File: config.mk
export PLATFORM = sky130hd
export DESIGN_NAME = svnet_pool_window
export DESIGN_NICKNAME = d
export VERILOG_FILES = /design/src/rtl/svnet_pool_pkg.sv /design/src/rtl/svnet_line_buffer.sv /design/src/rtl/svnet_pool_window.sv
export SDC_FILE = /design/constraint.sdc
export NUM_CORES = 1
export LEC_CHECK = 0
export CAP_MARGIN = 15
export CORE_MARGIN = 5
export CORE_UTILIZATION = 61
export CTS_CLUSTER_SIZE = 40
export DETAILED_ROUTE_END_ITERATION = 8
export PLACE_DENSITY = 0.82
export REMOVE_ABC_BUFFERS = 1
export SYNTH_ARGS = -nofsm -noshare
export SYNTH_HDL_FRONTEND = slang
export SYNTH_SLANG_ARGS = --single-unit
File: constraint.sdc
create_clock -name clk -period 2.8 [get_ports clk]
set_input_delay 0.42 -clock clk [delete_from_list [all_inputs] [get_ports clk]]
set_output_delay 0.42 -clock clk [all_outputs]
set_load 0.005 [all_outputs]
File: src/rtl/svnet_pool_pkg.sv
// Shared helpers for the max-pool window gatherer: window geometry and counter widths.
package svnet_pool_pkg;

  function automatic int pool_count(input int pool);
    return pool * pool;
  endfunction

  // Window positions along one dimension. Trailing pixels that do not fill a window are dropped.
  function automatic int pool_windows(input int img, input int pool, input int stride);
    return (img - pool) / stride + 1;
  endfunction

  // Width of a counter that must hold 0..max_val. It is never narrower than one bit.
  function automatic int cnt_w(input int max_val);
    return (max_val < 1) ? 1 : $clog2(max_val + 1);
  endfunction

endpackage

File: src/rtl/svnet_line_buffer.sv
// Row history for the window gatherer: ROWS stacked rows of DEPTH pixels, addressed by column.
// Row 0 of the column stack is the oldest row. A write shifts the column up by one and adds i_data at the bottom.
module svnet_line_buffer
  import svnet_pool_pkg::*;
#(
  parameter int WIDTH = 8,
  parameter int DEPTH = 8,
  parameter int ROWS  = 1,
  localparam int AW   = cnt_w(DEPTH - 1)
) (
  input  logic                       clk,
  input  logic                       i_valid,
  input  logic [AW-1:0]              i_addr,
  input  logic [WIDTH-1:0]           i_data,
  output logic [ROWS-1:0][WIDTH-1:0] o_col
);

  logic [WIDTH-1:0] r_mem [ROWS][DEPTH];

  // Every row reads its old value before the write, so one column shifts up as a unit.
  always_ff @(posedge clk) begin
    if (i_valid) begin
      for (int r = 0; r < ROWS - 1; r++) begin
        r_mem[r][i_addr] <= r_mem[r+1][i_addr];
      end
      r_mem[ROWS-1][i_addr] <= i_data;
    end
  end

  always_comb begin
    o_col = '0;
    for (int r = 0; r < ROWS; r++) begin
      o_col[r] = r_mem[r][i_addr];
    end
  end

endmodule

File: src/rtl/svnet_pool_window.sv
// Streaming POOLxPOOL window gatherer that feeds the tree-max reducer. It takes raster-order pixels and emits a window at each stride position.
// Optional o_last frame delimiter: define SVNET_POOL_WINDOW_LAST_EN.
module svnet_pool_window
  import svnet_pool_pkg::*;
#(
  parameter int WIDTH  = 8,
  parameter int IMG_W  = 8,
  parameter int IMG_H  = 8,
  parameter int POOL   = 2,
  parameter int STRIDE = 2
) (
  input  logic                             clk,
  input  logic                             rst_n,
  input  logic                             i_data_valid,
  input  logic [WIDTH-1:0]                 i_data,
  output logic                             o_data_valid,
  output logic [POOL*POOL-1:0][WIDTH-1:0]  o_data
`ifdef SVNET_POOL_WINDOW_LAST_EN
  ,
  output logic                             o_last
`endif
);

  localparam int COUNT = pool_count(POOL);
  localparam int COL_W = cnt_w(IMG_W - 1);
  localparam int ROW_W = cnt_w(IMG_H - 1);
  localparam int PH_W  = cnt_w(STRIDE - 1);

  localparam logic [COL_W-1:0] COL_MAX  = COL_W'(IMG_W - 1);
  localparam logic [ROW_W-1:0] ROW_MAX  = ROW_W'(IMG_H - 1);
  localparam logic [COL_W-1:0] GATE_COL = COL_W'(POOL - 1);
  localparam logic [ROW_W-1:0] GATE_ROW = ROW_W'(POOL - 1);
  localparam logic [PH_W-1:0]  PH_MAX   = PH_W'(STRIDE - 1);

  logic [COL_W-1:0] r_col;
  logic [ROW_W-1:0] r_row;
  logic [PH_W-1:0]  r_col_phase;
  logic [PH_W-1:0]  r_row_phase;
  logic [POOL-1:0][POOL-1:0][WIDTH-1:0] r_win;
  logic                         r_valid;
  logic [COUNT-1:0][WIDTH-1:0]  r_data;

  logic [PH_W-1:0]  w_col_ph_cur;
  logic [PH_W-1:0]  w_row_ph_cur;
  logic [PH_W-1:0]  w_col_ph_next;
  logic [PH_W-1:0]  w_row_ph_next;
  logic             w_emit;
  logic [POOL-1:0][WIDTH-1:0]            w_stack;
  logic [POOL-1:0][POOL-1:0][WIDTH-1:0]  w_win_next;
  logic [COUNT-1:0][WIDTH-1:0]           w_flat;

  // The first window column or row forces phase 0. Stride positions are then counted from there without a modulo.
  assign w_col_ph_cur  = (r_col == GATE_COL) ? '0 : r_col_phase;
  assign w_row_ph_cur  = (r_row == GATE_ROW) ? '0 : r_row_phase;
  assign w_col_ph_next = (w_col_ph_cur == PH_MAX) ? '0 : w_col_ph_cur + PH_W'(1);
  assign w_row_ph_next = (w_row_ph_cur == PH_MAX) ? '0 : w_row_ph_cur + PH_W'(1);

  assign w_emit = i_data_valid && (r_col >= GATE_COL) && (r_row >= GATE_ROW) &&
                  (w_col_ph_cur == '0) && (w_row_ph_cur == '0);

  always_ff @(posedge clk or negedge rst_n) begin
    if (!rst_n) begin
      r_col       <= '0;
      r_row       <= '0;
      r_col_phase <= '0;
      r_row_phase <= '0;
    end else if (i_data_valid) begin
      r_col_phase <= w_col_ph_next;
      if (r_col == COL_MAX) begin
        r_col       <= '0;
        r_row_phase <= w_row_ph_next;
        r_row       <= (r_row == ROW_MAX) ? '0 : r_row + ROW_W'(1);
      end else begin
        r_col <= r_col + COL_W'(1);
      end
    end
  end

  assign w_stack[POOL-1] = i_data;

  generate
    if (POOL > 1) begin : g_lb
      logic [POOL-2:0][WIDTH-1:0] w_lb_col;

      svnet_line_buffer #(
        .WIDTH (WIDTH),
        .DEPTH (IMG_W),
        .ROWS  (POOL - 1)
      ) u_line_buffer (
        .clk     (clk),
        .i_valid (i_data_valid),
        .i_addr  (r_col),
        .i_data  (i_data),
        .o_col   (w_lb_col)
      );

      assign w_stack[POOL-2:0] = w_lb_col;
    end
  endgenerate

  always_comb begin
    w_win_next = r_win;
    for (int r = 0; r < POOL; r++) begin
      for (int c = 0; c < POOL - 1; c++) begin
        w_win_next[r][c] = r_win[r][c+1];
      end
      w_win_next[r][POOL-1] = w_stack[r];
    end
  end

  always_comb begin
    w_flat = '0;
    for (int r = 0; r < POOL; r++) begin
      for (int c = 0; c < POOL; c++) begin
        w_flat[r*POOL+c] = w_win_next[r][c];
      end
    end
  end

  // Window contents are only emitted after POOL-1 fresh rows, so they need no reset.
  always_ff @(posedge clk) begin
    if (i_data_valid) begin
      r_win <= w_win_next;
    end
  end

  always_ff @(posedge clk or negedge rst_n) begin
    if (!rst_n) begin
      r_valid <= 1'b0;
      r_data  <= '0;
    end else begin
      r_valid <= w_emit;
      if (w_emit) begin
        r_data <= w_flat;
      end
    end
  end

  assign o_data_valid = r_valid;
  assign o_data       = r_data;

`ifdef SVNET_POOL_WINDOW_LAST_EN
  localparam logic [COL_W-1:0] LAST_COL =
    COL_W'(POOL - 1 + (pool_windows(IMG_W, POOL, STRIDE) - 1) * STRIDE);
  localparam logic [ROW_W-1:0] LAST_ROW =
    ROW_W'(POOL - 1 + (pool_windows(IMG_H, POOL, STRIDE) - 1) * STRIDE);

  logic r_last;

  always_ff @(posedge clk or negedge rst_n) begin
    if (!rst_n) begin
      r_last <= 1'b0;
    end else begin
      r_last <= w_emit && (r_col == LAST_COL) && (r_row == LAST_ROW);
    end
  end

  assign o_last = r_last;
`endif

endmodule

=== Word-level counts from Yosys, hierarchy flattened ===
Memory sizes are Yosys's and may differ from the RTL's.
Cells that the tools add are included.

* Register bits: 57
* Bits in writable memories: 64
* Input port bits: 11
* Output and inout port bits: 33
* Logic and storage cells: 46
* Memories kept: 1

* Add/subtract/negate cells: 4
* Magnitude comparators: 4
* Eq/ne operators: 4
* Mux-type cells: 13
* Bitwise logic cells: 3
* Reductions and logical operators: 6

{| class="wikitable"
|+ Memory list
! name !! words !! width !! rd ports !! clocked after Yosys merged registers in !! write ports !! RTL line !! text
|-
| g_lb.u_line_buffer.r_mem || 1 || 64 || 1 || 0 || 1 || svnet_line_buffer.sv:18 || <nowiki>logic [WIDTH-1:0] r_mem [ROWS][DEPTH];</nowiki>
|}

{| class="wikitable"
|+ Operators by type and width
! cell !! count
|-
| $mux 64 || 1
|-
| $bmux 8 s3 || 1
|-
| $demux 8 s3 || 1
|-
| $mux 8 || 3
|-
| $add 3x1->3 const B || 2
|-
| $eq 3x1->1 const B || 2
|-
| $eq 3x3->1 const B || 2
|-
| $ge 3x1->1 const B || 2
|-
| $mux 3 || 2
|-
| $logic_and 1x1->1 || 5
|-
| $mux 1 || 5
|-
| $ge 4x4->1 const B || 1
|-
| $lt 4x1->1 const B || 1
|-
| $not 3->4 || 1
|-
| $add 1x1->1 const B || 2
|-
| $not 1->1 || 2
|-
| $reduce_and 2->1 || 1
|}

=== Logic depth before layout (Yosys ltp) ===
Gate-level depths: netlist of the first run.

* Depth in word-level cells: 6
* Depth in mapped cells: 8
* Mapped depth without buffers: 6

=== Modules after synthesis ===
Synthesis of the first run repeated with hierarchy kept, for this count alone.

* Cells, all modules: 263
* Area, all modules: 4,768.3 sq um

{| class="wikitable"
|+ By module, submodules not included
! module !! times used !! cells an instance !! area each (sq um) !! seq. area each (sq um)
|-
| svnet_line_buffer || 1 || 139 || 2,504.9 || 1,921.8
|-
| svnet_pool_window || 1 || 124 || 2,263.4 || 1,506.4
|}

=== Worst setup path before layout of the first run ===
No wires, ideal clock.

* Kind: register -> register
* Start point: reg r_col[2]
* End point: mem g_lb.u_line_buffer.r_mem[0][32] (netlist bit), enable pin
* Setup time: 0.383 ns
* Data arrival time: 1.549 ns
* Required time: 2.417 ns
* Path slack: 0.868 ns
* Cell stages (with the launch flop): 5
* Buffers on the path: 2
* Clock period less this slack: 1.932 ns
* Cells stage by stage: dfrtp_1 -> buf_4 -> buf_4 -> nand2b_1 -> nor3_1

* Word-level cells in the longest chain between the ends: 6
* Elaborated cells between the ends (all ways): 7
* Those cells by class: order compare (2); mux (3); bitwise (1); reduce/logical (1)

{| class="wikitable"
|+ Ends and longest elaborated chain
! what !! RTL line !! text
|-
| start: declaration || svnet_pool_window.sv:35 || <nowiki>logic [COL_W-1:0] r_col;</nowiki>
|-
| start signal: assignment || svnet_pool_window.sv:74 || <nowiki>r_col <= r_col + COL_W'(1);</nowiki>
|-
| $not 3->4 (not written as such) * || svnet_line_buffer.sv:26 || <nowiki>r_mem[ROWS-1][i_addr] <= i_data;</nowiki>
|-
| $ge 4x4->1 (not written as such) / $lt 4x1->1 (equally long branches) || svnet_line_buffer.sv:26 ||
|-
| $logic_and 1x1->1 (not written as such) || svnet_line_buffer.sv:26 ||
|-
| $mux 8 (not written as such) || svnet_line_buffer.sv:26 ||
|-
| $demux 8 s3 * || svnet_line_buffer.sv:26 ||
|-
| $mux 64 (not written as such) * || svnet_line_buffer.sv:26 ||
|-
| end: declaration || svnet_line_buffer.sv:18 ||
|}

Every way passes the cells marked *; elsewhere a longest branch is shown, timed or not.

=== Final worst setup path of the first run ===
* Start point: reg r_col[1]
* End point: reg r_data (netlist bit o_data[25])

* Word-level cells in the longest chain between the ends: 5
* Elaborated cells between the ends (all ways): 8
* Those cells by class: order compare (1); eq/ne (1); mux (1); bitwise (1); reduce/logical (4)

{| class="wikitable"
|+ Ends and longest elaborated chain
! what !! RTL line !! text
|-
| $ge 3x1->1 / $eq 3x1->1 (equally long branches) || svnet_pool_window.sv:58, svnet_pool_window.sv:53 ||
|-
| $logic_and 1x1->1 / $mux 1 (equally long branches) || svnet_pool_window.sv:58, svnet_pool_window.sv:53 ||
|-
| $logic_and 1x1->1 / $not 1->1 (equally long branches) || svnet_pool_window.sv:58, svnet_pool_window.sv:59 ||
|-
| $logic_and 1x1->1 * || svnet_pool_window.sv:58 || <nowiki>assign w_emit = i_data_valid && (r_col >= GATE_COL) && (r_row >= GATE_ROW) &&</nowiki>
|-
| $logic_and 1x1->1 * || svnet_pool_window.sv:59 || <nowiki>(w_col_ph_cur == '0) && (w_row_ph_cur == '0);</nowiki>
|-
| end signal: assignment || svnet_pool_window.sv:134 || <nowiki>r_data <= w_flat;</nowiki>
|-
| end: declaration || svnet_pool_window.sv:41 || <nowiki>logic [COUNT-1:0][WIDTH-1:0] r_data;</nowiki>
|}

Marks and branches as above.
A chain may end at the register's enable or synchronous reset.

==> results of run 1 <==
-- stage by stage --
step	worst slack [ns]	instances	hold WS, ns	util [%]	power, W
after floorplan	0.0874	270	0.124	-	0.00370
after global placement	0.582	434	0.457	70.0	0.00458
after detailed placement	0.498	434	0.465	70.0	0.00469
after CTS	0.474	466	0.0885	77.9	0.00693
after global routing	0.491	467	0.151	78.2	0.00723
final	0.585	467	0.0723	78.2	0.00690
-- registers in the layout (all words and copies together) (netlist names) --
signal                    cells
g_lb.u_line_buffer.r_mem     64
o_data                       32
o_data_valid                  1
r_col                         3
r_col_phase                   1
r_row                         3
r_row_phase                   1
r_win                        16
-- kinds of logic after synthesis --
| logic type | synth area share [%] |
|---|---|
| flip-flops | 72.0 |
| buffers and inverters | 3.00 |
| adder cells (fa/ha/maj) | 1.58 |
| AND/OR/NAND/NOR | 4.78 |
| AO/OA/AOI/OAI | 5.28 |
| multiplexers | 13.3 |
-- layout by cell type, fill, tap and decap left out, types with 2 or more instances in the layout --
cell	instances
clkinv_2	5
nor2_1	13
clkdlybuf4s50_1	42
o21ai_1	6
bufinv_16	4
a211oi_1	5
clkbuf_16	16
buf_4	18
o221ai_1	2
nor3b_1	2
nand3_1	2
nand3_2	5
dfrtp_1	41
nand2_1	13
ha_1	6
clkinvlp_4	3
mux2_2	36
nand2b_1	2
inv_1	5
a211o_1	6
nor3_1	6
mux2i_1	18
a21oi_1	9
a21o_1	2
edfxtp_1	80
-- area by class of cell --
type,instances,area share [%]
tap,102,2.13
sequential,121,57.3
clock inverter,14,3.01
inverter,6,0.376
multi-input combinational,143,20.0
timing repair buffer,63,10.2
clock buffer,18,6.99
-- power by group --
part | internal, W | total (W) | switching (W) | leakage, nW
sequential | 0.00243 | 0.00269 | 0.000260 | 1.23
combinational | 0.00109 | 0.00203 | 0.000941 | 0.823
clock | 0.00143 | 0.00217 | 0.000742 | 0.288
-- worst register-to-register path, delay by kind of cell (launching register included) --
kind                     cells  cell delay, ns
adder cells (fa/ha/maj)      1            0.23
buffers and inverters        2            0.45
AND/OR/NAND/NOR              1            0.08
AO/OA/AOI/OAI                2            0.41
flip-flops                   1            0.57
multiplexers                 1            0.36
-- routing by layer --
layer	up-vias	wire length, um	GRT usage [%]
li1	1213	-	-
met1	1363	3940	27.9
met2	113	5070	35.9
met3	19	629	6.50
met4	0	182	10.1
met5	-	0	0
-- final timing paths --
check | startpoint | to | slack (ns) | depth (start not counted)
worst max register to register | r_col[1] | o_data[25] | 0.59 | 7
max in group asynchronous | rst_n | o_data[15] | 2.12 | 1
min in group clk | r_win[30] | o_data[22] | 0.47 | 1
worst min register to register | r_win[30] | o_data[22] | 0.47 | 1
worst min-delay path | rst_n | o_data[2] | 0.07 | 1
worst max-delay path | r_col[1] | o_data[25] | 0.59 | 7
==> summary.txt, run 1 <==
Run status
  • Status: complete, no violations

Timing
  • Setup TNS: 0 ns
  • Final setup violation count: 0
  • Tmin final: 2.21 ns
  • Tcrit/Tclk final: about 79%
  • Peak Freq: 452 MHz
  • Worst Skew: between 0.008 and 0.009 ns
  • Count of pins over their slew limit: 0
  • Final hold violations: 0
  • RSZ-0062 raised after global routing: no
  • Slew HR: a little over a third
  • Worst-margin pin slew: ~1 ns

Global routing
  • Gr usage total: approximately 22%
  • Vias in the first global route: between 2,000 and 3,000
  • Grt ovf: 0
  • Initial antenna violation count: 0
  • Largest net degree at the start of global routing: 43
  • First-pass GRT wire length: 16,000 um

Routing
  • Vias: 2,708
  • WL final: roughly 10000 um
  • Detailed Routing Iterations Pass 1: 5
  • Drt wl/cell: 21.0 um
  • Post-route ant nets: 0
  • Initial DRC count: around 220
  • DR vias/cell: roughly 5.8
  • Post-route DRC: 0

Setup path
  • Worst path slowest cell: dfrtp_1
  • WP buf/inv: 2
  • Crit path cell chain: inv_2 -> ha_1 -> nand2b_1 -> o21ai_1 -> o211ai_4 -> buf_16 -> mux2_2
  • CP startpoint kind: flop
  • Crit. End Element: flop
  • Arr. time, crit path: around 2.6 ns
  • Setup CP Type: flop to flop
  • Crit Path Max Fanout: 17
  • CP top delay family: flip-flops
  • Critical Path RT: between 3 and 4 ns
  • Worst stage delay on the critical path: 0.57 ns

Finish
  • Sequential cell area: approximately 3400 um^2
  • Area Overhead vs Synth: 25.7%
  • Post-layout net count: approximately 370
  • Diode count: 0
  • Share of cells above drive strength 1: a little over a quarter
  • Area of the multi-input gates: 1200 um^2
  • Post-layout instance area: 5980 um^2
  • Layout fillers: roughly 410

Yosys
  • Syn avg cell area: between 15 and 20 um^2
  • Synth warn: 0
  • Main synth FF type: edfxtp_1
  • Yosys cell types: 35
  • Ys async rst share: 33.9%
  • Sequential area share after synthesis: 72.0%
  • Cells after synthesis: 284
  • Seq cells post-synth: approximately 120
  • Top-area cell type share of the netlist area: between 50% and 60%
  • Area contributors post-synth: edfxtp_1 (50%), dfrtp_1 (22%), mux2_2 (8.5%), mux2i_1 (3.8%), ha_1 (1.6%)
  • Syn Std Cell Area: 4760 um^2
  • Most numerous cell in the Yosys netlist: edfxtp_1
  • EDFF count, synth: 80
  • Leading area contributor after synthesis: edfxtp_1
  • Synth top cells by count: edfxtp_1 (80), dfrtp_1 (41), mux2_2 (36), mux2i_1 (18)

Run
  • Maximum Capacitance Violations: 0

Clocking
  • Worst-Skew Late Latency: 0.51 ns
  • Setup bufs post-CTS: 0
  • Post-CTS Resized: 0
  • TritonCTS Buffers: 17
  • CTS Buffer Depth: 2
  • Clock sinks: about 120
  • CTS clk-pin slew, worst paths: around 0.06 ns
  • H-tree levels: 4
  • Hold_buf cts: 0
  • Root buf cell: clkbuf_8
  • CTS tree: yes

Floorplanning
  • Core Footprint: approximately 7600 um^2
  • Top-Level Pins: 44
  • Die H: between 90 and 100 um
  • Initial Util: 62.2%
  • Chip width: approximately 98 um
  • Site Rows: 32
  • Die ar.: about 9700 um^2

Place
  • Post-DP HPWL: approximately 5800 um
  • Routability cong.: between 0.7 and 0.8
  • IO buf count: 43
  • Area after DPL: roughly 5400 um^2

Power and ir drop
  • LEAKAGE: roughly 2.3 nW
  • Worst IR Drop VDD: between 0.7 and 0.8 mV
  • Pwr per Cell Area: roughly 1200 nW/um^2

Min path
  • Hold WC Path Type: input port to asynchronous set/reset pin
No activity file was read; power rests on OpenSTA's default activity.
==> run 2, diff against run 1 <==
CORE_UTILIZATION = 51   (was 61)
PLACE_DENSITY = 0.73   (was 0.82)
clock period = 1.9 ns   (was 2.8 ns; I/O delays follow)
==> run 2 against run 1 <==
Net effect:
- clock-buffer cell count rose by 1
- wire length is 5.7% lower
- hold slack gained 0.19 ns
- worst setup slack worse by 0.49 ns
- non-clock buffer count is 16 higher
- global-route usage down 4.4 points
- sequential share of layout area fell by 0.76 points
- core utilization is 12 points lower
- design area rose by 1.4%
- flip-flop and latch count did not move
- critical endpoint is now o_data[8]
- die area is 18% higher
==> summary.txt, run 2 (synthesis results as in run 1) <==
Power and ir drop
  • Total power: 0.00978 W
  • LEAKAGE: 2.40 nW
  • Worst IR Drop VDD: ~0.89 mV
  • Pwr per Cell Area: ~1600 nW/um^2

Finish
  • Post-layout instance area: a little over 6000 um^2
  • Most frequent cells in the layout: edfxtp_1 (80), clkdlybuf4s50_1 (42), dfrtp_1 (40)
  • Max FFs per register: between 60 and 70
  • Area Overhead vs Synth: 27.4%
  • Final Util: 66.3%
  • Commonest non-fill, non-tap cell in the layout: edfxtp_1
  • Post-layout net count: ~390
  • Share of cells above drive strength 1: roughly 30%
  • Diode count: 0
  • Largest Register: g_lb.u_line_buffer.r_mem

Setup path
  • CP top delay family: multiplexers
  • Crit. End Element: flop
  • Worst stage delay on the critical path: ~0.42 ns
  • Crit path cell chain: buf_4 -> buf_12 -> mux2i_1 -> o32ai_1 -> a21o_1 -> mux2_2
  • CP startpoint kind: flop
  • Arr. time, crit path: between 2 and 2.5 ns
  • Crit Path Max Fanout: 10
  • WP buf/inv: 2
  • Setup CP Type: flop to flop
  • Critical Path RT: approximately 2.3 ns
  • Worst path slowest cell: dfrtp_1

Clocking
  • Clock sinks: 121
  • CTS Buffer Depth: 2
  • TritonCTS Buffers: 17
  • CTS tree: yes
  • CTS clk-pin slew, worst paths: about 0.060 ns
  • Setup bufs post-CTS: 0
  • Root buf cell: clkbuf_8
  • Worst-Skew Late Latency: between 0.5 and 0.6 ns
  • H-tree levels: 4

Timing
  • Slew HR: 70.7%
  • Peak Freq: 554 MHz
  • Final hold violations: 0
  • Setup slack after layout: 0.0943 ns
  • Tcrit/Tclk final: 95.0%
  • Final setup violation count: 0
  • RSZ-0062 raised after global routing: no
  • Tmin final: around 1.8 ns
  • Worst-margin pin slew: 0.440 ns
  • Worst Skew: ~0.0088 ns
  • Count of pins over their slew limit: 0

Place
  • Area after DPL: about 5500 um^2
  • Post-DP HPWL: approximately 6100 um
  • Pre-CTS WS: slightly above 0.05 ns
  • IO buf count: 43
  • Routability cong.: 0.860

Floorplanning
  • Site Rows: 35
  • Die H: around 110 um
  • Chip width: ~110 um
  • Top-Level Pins: 44
  • Initial Util: between 50 and 60%
  • Die ar.: between 10,000 and 15,000 um^2
  • Core Footprint: 9150 um^2

Run status
  • Status: complete, no violations

Global routing
  • Gr usage total: between 10% and 20%
  • Initial antenna violation count: 0
  • Vias in the first global route: roughly 2,800
  • Largest net degree at the start of global routing: 27
  • Grt ovf: 0
  • First-pass GRT wire length: 15,100 um

Routing
  • Drt wl/cell: ~19 um
  • DR vias/cell: 5.47
  • Detailed Routing Iterations Pass 1: 4
  • WL final: approximately 9000 um
  • Vias: approximately 2,700
  • Post-route ant nets: 0
  • Post-route DRC: 0
  • Initial DRC count: 231

Min path
  • Hold WC Path Type: input port to asynchronous set/reset pin

Run
  • Maximum Capacitance Violations: 0
[run 2: changes by cell type in the layout (fill, tap and decap cells not counted), moves of 3 or more]
cell,before,now
buf_4,18,30
clkinv_2,5,8
buf_12,1,5
bufinv_16,4,0
[run 2: per-stage QoR]
stage | hold slack, ns | TNS, ns | instances
CTS | 0.274 | 0 | 492
global route | 0.297 | 0 | 492
finish | 0.261 | 0 | 492
global placement | 0.264 | 0 | 459
floorplan | -0.0106 | -48.41 | 270
detailed placement | 0.263 | 0 | 459
[run 2: where the power goes]
group          internal, W  switching, W  leakage, nW
logic              0.00177       0.00137        0.915
clock network      0.00162       0.00111        0.257
registers          0.00358      0.000328         1.23
total              0.00697       0.00282         2.40
[run 2: worst paths after layout]
| kind | cells past startpoint | to | slack [ns] | start |
|---|---|---|---|---|
| min reg2reg | 1 | o_data[0] | 0.48 | r_win[8] |
| max | 6 | o_data[8] | 0.09 | r_col[0] |
| min in group clk | 1 | o_data[0] | 0.48 | r_win[8] |
| max in group asynchronous | 3 | r_col[2] | 0.94 | rst_n |
| min | 2 | o_data_valid | 0.26 | rst_n |
| max reg2reg | 6 | o_data[8] | 0.09 | r_col[0] |
[run 2: routing by layer]
metal / part of all wire (%) / vias up / GRT usage, %
met1: 42 / 1352 / 23.1
met4: 1.1 / 0 / 6.58
met2: 51 / 80 / 28.7
met3: 6.0 / 11 / 5.06
li1: - / 1248 / -
met5: 0 / - / 0
[run 2: cell type report]
class	count	area [um^2]
repair buffers	79	761
flip-flops and latches	121	3430
clock inverters	13	78.8
well taps	111	139
fillers	621	3090
multi-input cells	143	1200
inverters	6	22.5
clock buffers	19	432
[run 2: worst register-to-register path, cell delays in order, from the launching register on]
cell	delay, ns
dfrtp_1	0.42
buf_4	0.22
buf_12	0.15
mux2i_1	0.28
o32ai_1	0.16
a21o_1	0.20
mux2_2	0.26
[run 2: timing repair]
| action | 4_1_cts | 5_1_grt |
|---|---|---|
| gates resized for setup | 0 | 2 |
| hold buffers | 1 | 0 |
| endpoints found under the hold margin | 17 | 0 |
| setup endpoints to repair | 0 | 7 |
==> run 3, diff against run 2 <==
GPL_TIMING_DRIVEN = 0   (was unset)
==> run 3 against run 2 <==
Net effect:
- first-iteration DRC count shrank 30%
- sequential share of layout area grew 0.095 points
- clock power increased by 2%
- final cell count decreased by 3.0%
- clock skew shrank 0.0013 ns
- non-clock buffer count fell by 15
- critical endpoint is now o_data[6]
==> summary.txt, run 3 (synthesis results as in run 1) <==
Timing
  • Worst hold margin: 0.313 ns
  • Tmin final: 1.83 ns
  • Final setup violation count: 0
  • Worst-margin pin slew: about 0.78 ns
  • Slew HR: between 40 and 50%
  • Peak Freq: roughly 550 MHz
  • RSZ-0062 raised after global routing: no
  • Setup slack after layout: 0.0683 ns
  • Worst Skew: 0.00751 ns
  • Count of pins over their slew limit: 0
  • Tcrit/Tclk final: a little under 100%
  • Final hold violations: 0

Place
  • Post-DP HPWL: a little over 5000 um
  • Routability cong.: ~0.72
  • IO buf count: 43
  • Pre-CTS WS: -0.768 ns

Setup path
  • WP buf/inv: 2
  • CP top delay family: flip-flops
  • Worst reg2reg path depth: 6
  • Worst path slowest cell: dfrtp_4
  • Reg-to-reg critical path startpoint: r_col[1]
  • R2r setup slk: between 0.06 and 0.07 ns
  • Crit path cell chain: buf_4 -> nor3_1 -> o21ai_1 -> o211ai_4 -> buf_12 -> mux2_2
  • Crit. End Element: flop
  • CP startpoint kind: flop
  • Setup CP Type: flop to flop
  • Crit Path Max Fanout: 17
  • Critical Path RT: roughly 2.3 ns
  • Arr. time, crit path: between 2 and 2.5 ns
  • Worst stage delay on the critical path: between 0.5 and 0.6 ns
  • Critical R2R Capture: o_data[6]

Clocking
  • CTS Buffer Depth: 2
  • H-tree levels: 4
  • CTS clk-pin slew, worst paths: around 0.05 ns
  • TritonCTS Buffers: 17
  • Root buf cell: clkbuf_8
  • CTS tree: yes
  • Worst-Skew Late Latency: a little over 0.5 ns
  • Clock sinks: 121

Run status
  • Status: complete, no violations

Run
  • Maximum Capacitance Violations: 0

Min path
  • Hold WC Path Type: input port to asynchronous set/reset pin

Global routing
  • First-pass GRT wire length: approximately 15,000 um
  • Largest net degree at the start of global routing: 30
  • Vias in the first global route: approximately 2,800
  • Grt ovf: 0
  • Initial antenna violation count: 0
  • Gr usage total: ~17%

Finish
  • Layout fillers: ~600
  • Largest Register: g_lb.u_line_buffer.r_mem
  • Share of cells above drive strength 1: slightly below 30%
  • Max FFs per register: 64
  • Commonest non-fill, non-tap cell in the layout: edfxtp_1
  • Post-layout net count: 370
  • Area Overhead vs Synth: 27.6%
  • Most frequent cells in the layout: edfxtp_1 (80), clkdlybuf4s50_1 (41), dfrtp_1 (38)
  • Diode count: 0

Routing
  • Detailed Routing Iterations Pass 1: 5
  • Vias: roughly 2,600
  • Post-route DRC: 0
  • DR vias/cell: around 5.5
  • WL final: between 8000 and 9000 um
  • Initial DRC count: approximately 160
  • Post-route ant nets: 0
  • Drt wl/cell: around 19 um

Power and ir drop
  • LEAKAGE: between 2 and 2.5 nW
  • Total power: approximately 0.01 W
  • Worst IR Drop VDD: 0.852 mV
  • Pwr per Cell Area: between 1500 and 2000 nW/um^2

Floorplanning
  • Initial Util: a little over half
  • Site Rows: 35
  • Die H: ~110 um
  • Chip width: approximately 110 um
  • Die ar.: approximately 11,000 um^2
  • Top-Level Pins: between 40 and 50
  • Core Footprint: around 9000 um^2
-- run 3: how the worst max path moves through the flow --
| stage | startpoint | end | slack [ns] | cells past startpoint |
|---|---|---|---|---|
| final | r_col[1] | o_data[6] | 0.07 | 6 |
| after floorplan | r_col[0] | o_data[0] | -0.81 | 5 |
| after global routing | r_col[0] | o_data[6] | 0.01 | 6 |
| after global placement | i_data_valid | o_data[17] | -1.73 | 3 |
| after detailed placement | r_col[1] | o_data[30] | -0.77 | 7 |
| after CTS | r_col[2] | g_lb.u_line_buffer.r_mem[0][46] | 0.004 | 4 |
-- run 3: layer usage --
metal / global-route usage [%] / wire, um / vias up / share of wire [%]
met5: 0 / 0 / - / 0
met3: 5.66 / 359 / 9 / 4.0
li1: - / - / 1217 / -
met4: 5.02 / 62 / 0 / 0.69
met1: 21.1 / 3770 / 1336 / 42
met2: 30.0 / 4750 / 60 / 53
-- run 3: final cells by class --
| type | count | area [um^2] | share of cell area (%) |
|---|---|---|---|
| timing repair buffer | 64 | 668 | 11.0 |
| inverter | 6 | 30.0 | 0.495 |
| clock inverter | 7 | 41.3 | 0.680 |
| tap | 111 | 139 | 2.29 |
| multi-input combinational | 143 | 1270 | 20.9 |
| sequential | 121 | 3440 | 56.6 |
| clock buffer | 25 | 485 | 8.00 |
-- run 3: what timing repair did --
action                                 4_1_cts  5_1_grt
pin swaps                                    2        1
gates resized for setup                     22        3
setup endpoints to repair                  110       78
endpoints found under the hold margin       20        0
hold buffers                                 1        0
setup buffers                                6        8
-- run 3: report_power, final --
group          leakage [nW]  internal, W  switching, W
sequential             1.23      0.00360      0.000394
clock                 0.266      0.00174       0.00104
combinational         0.858      0.00178       0.00141
total                  2.35      0.00712       0.00285
-- run 3: through the flow --
stage | utilization, % | cell area [um^2] | TNS (ns) | std cells
floorplan | - | 4640 | -48.41 | 270
CTS | 65.6 | 6000 | 0 | 469
global route | 66.3 | 6070 | 0 | 477
finish | 66.3 | 6070 | 0 | 477
global placement | 56.9 | 5210 | -178.95 | 424
detailed placement | 58.1 | 5310 | -52.40 | 430
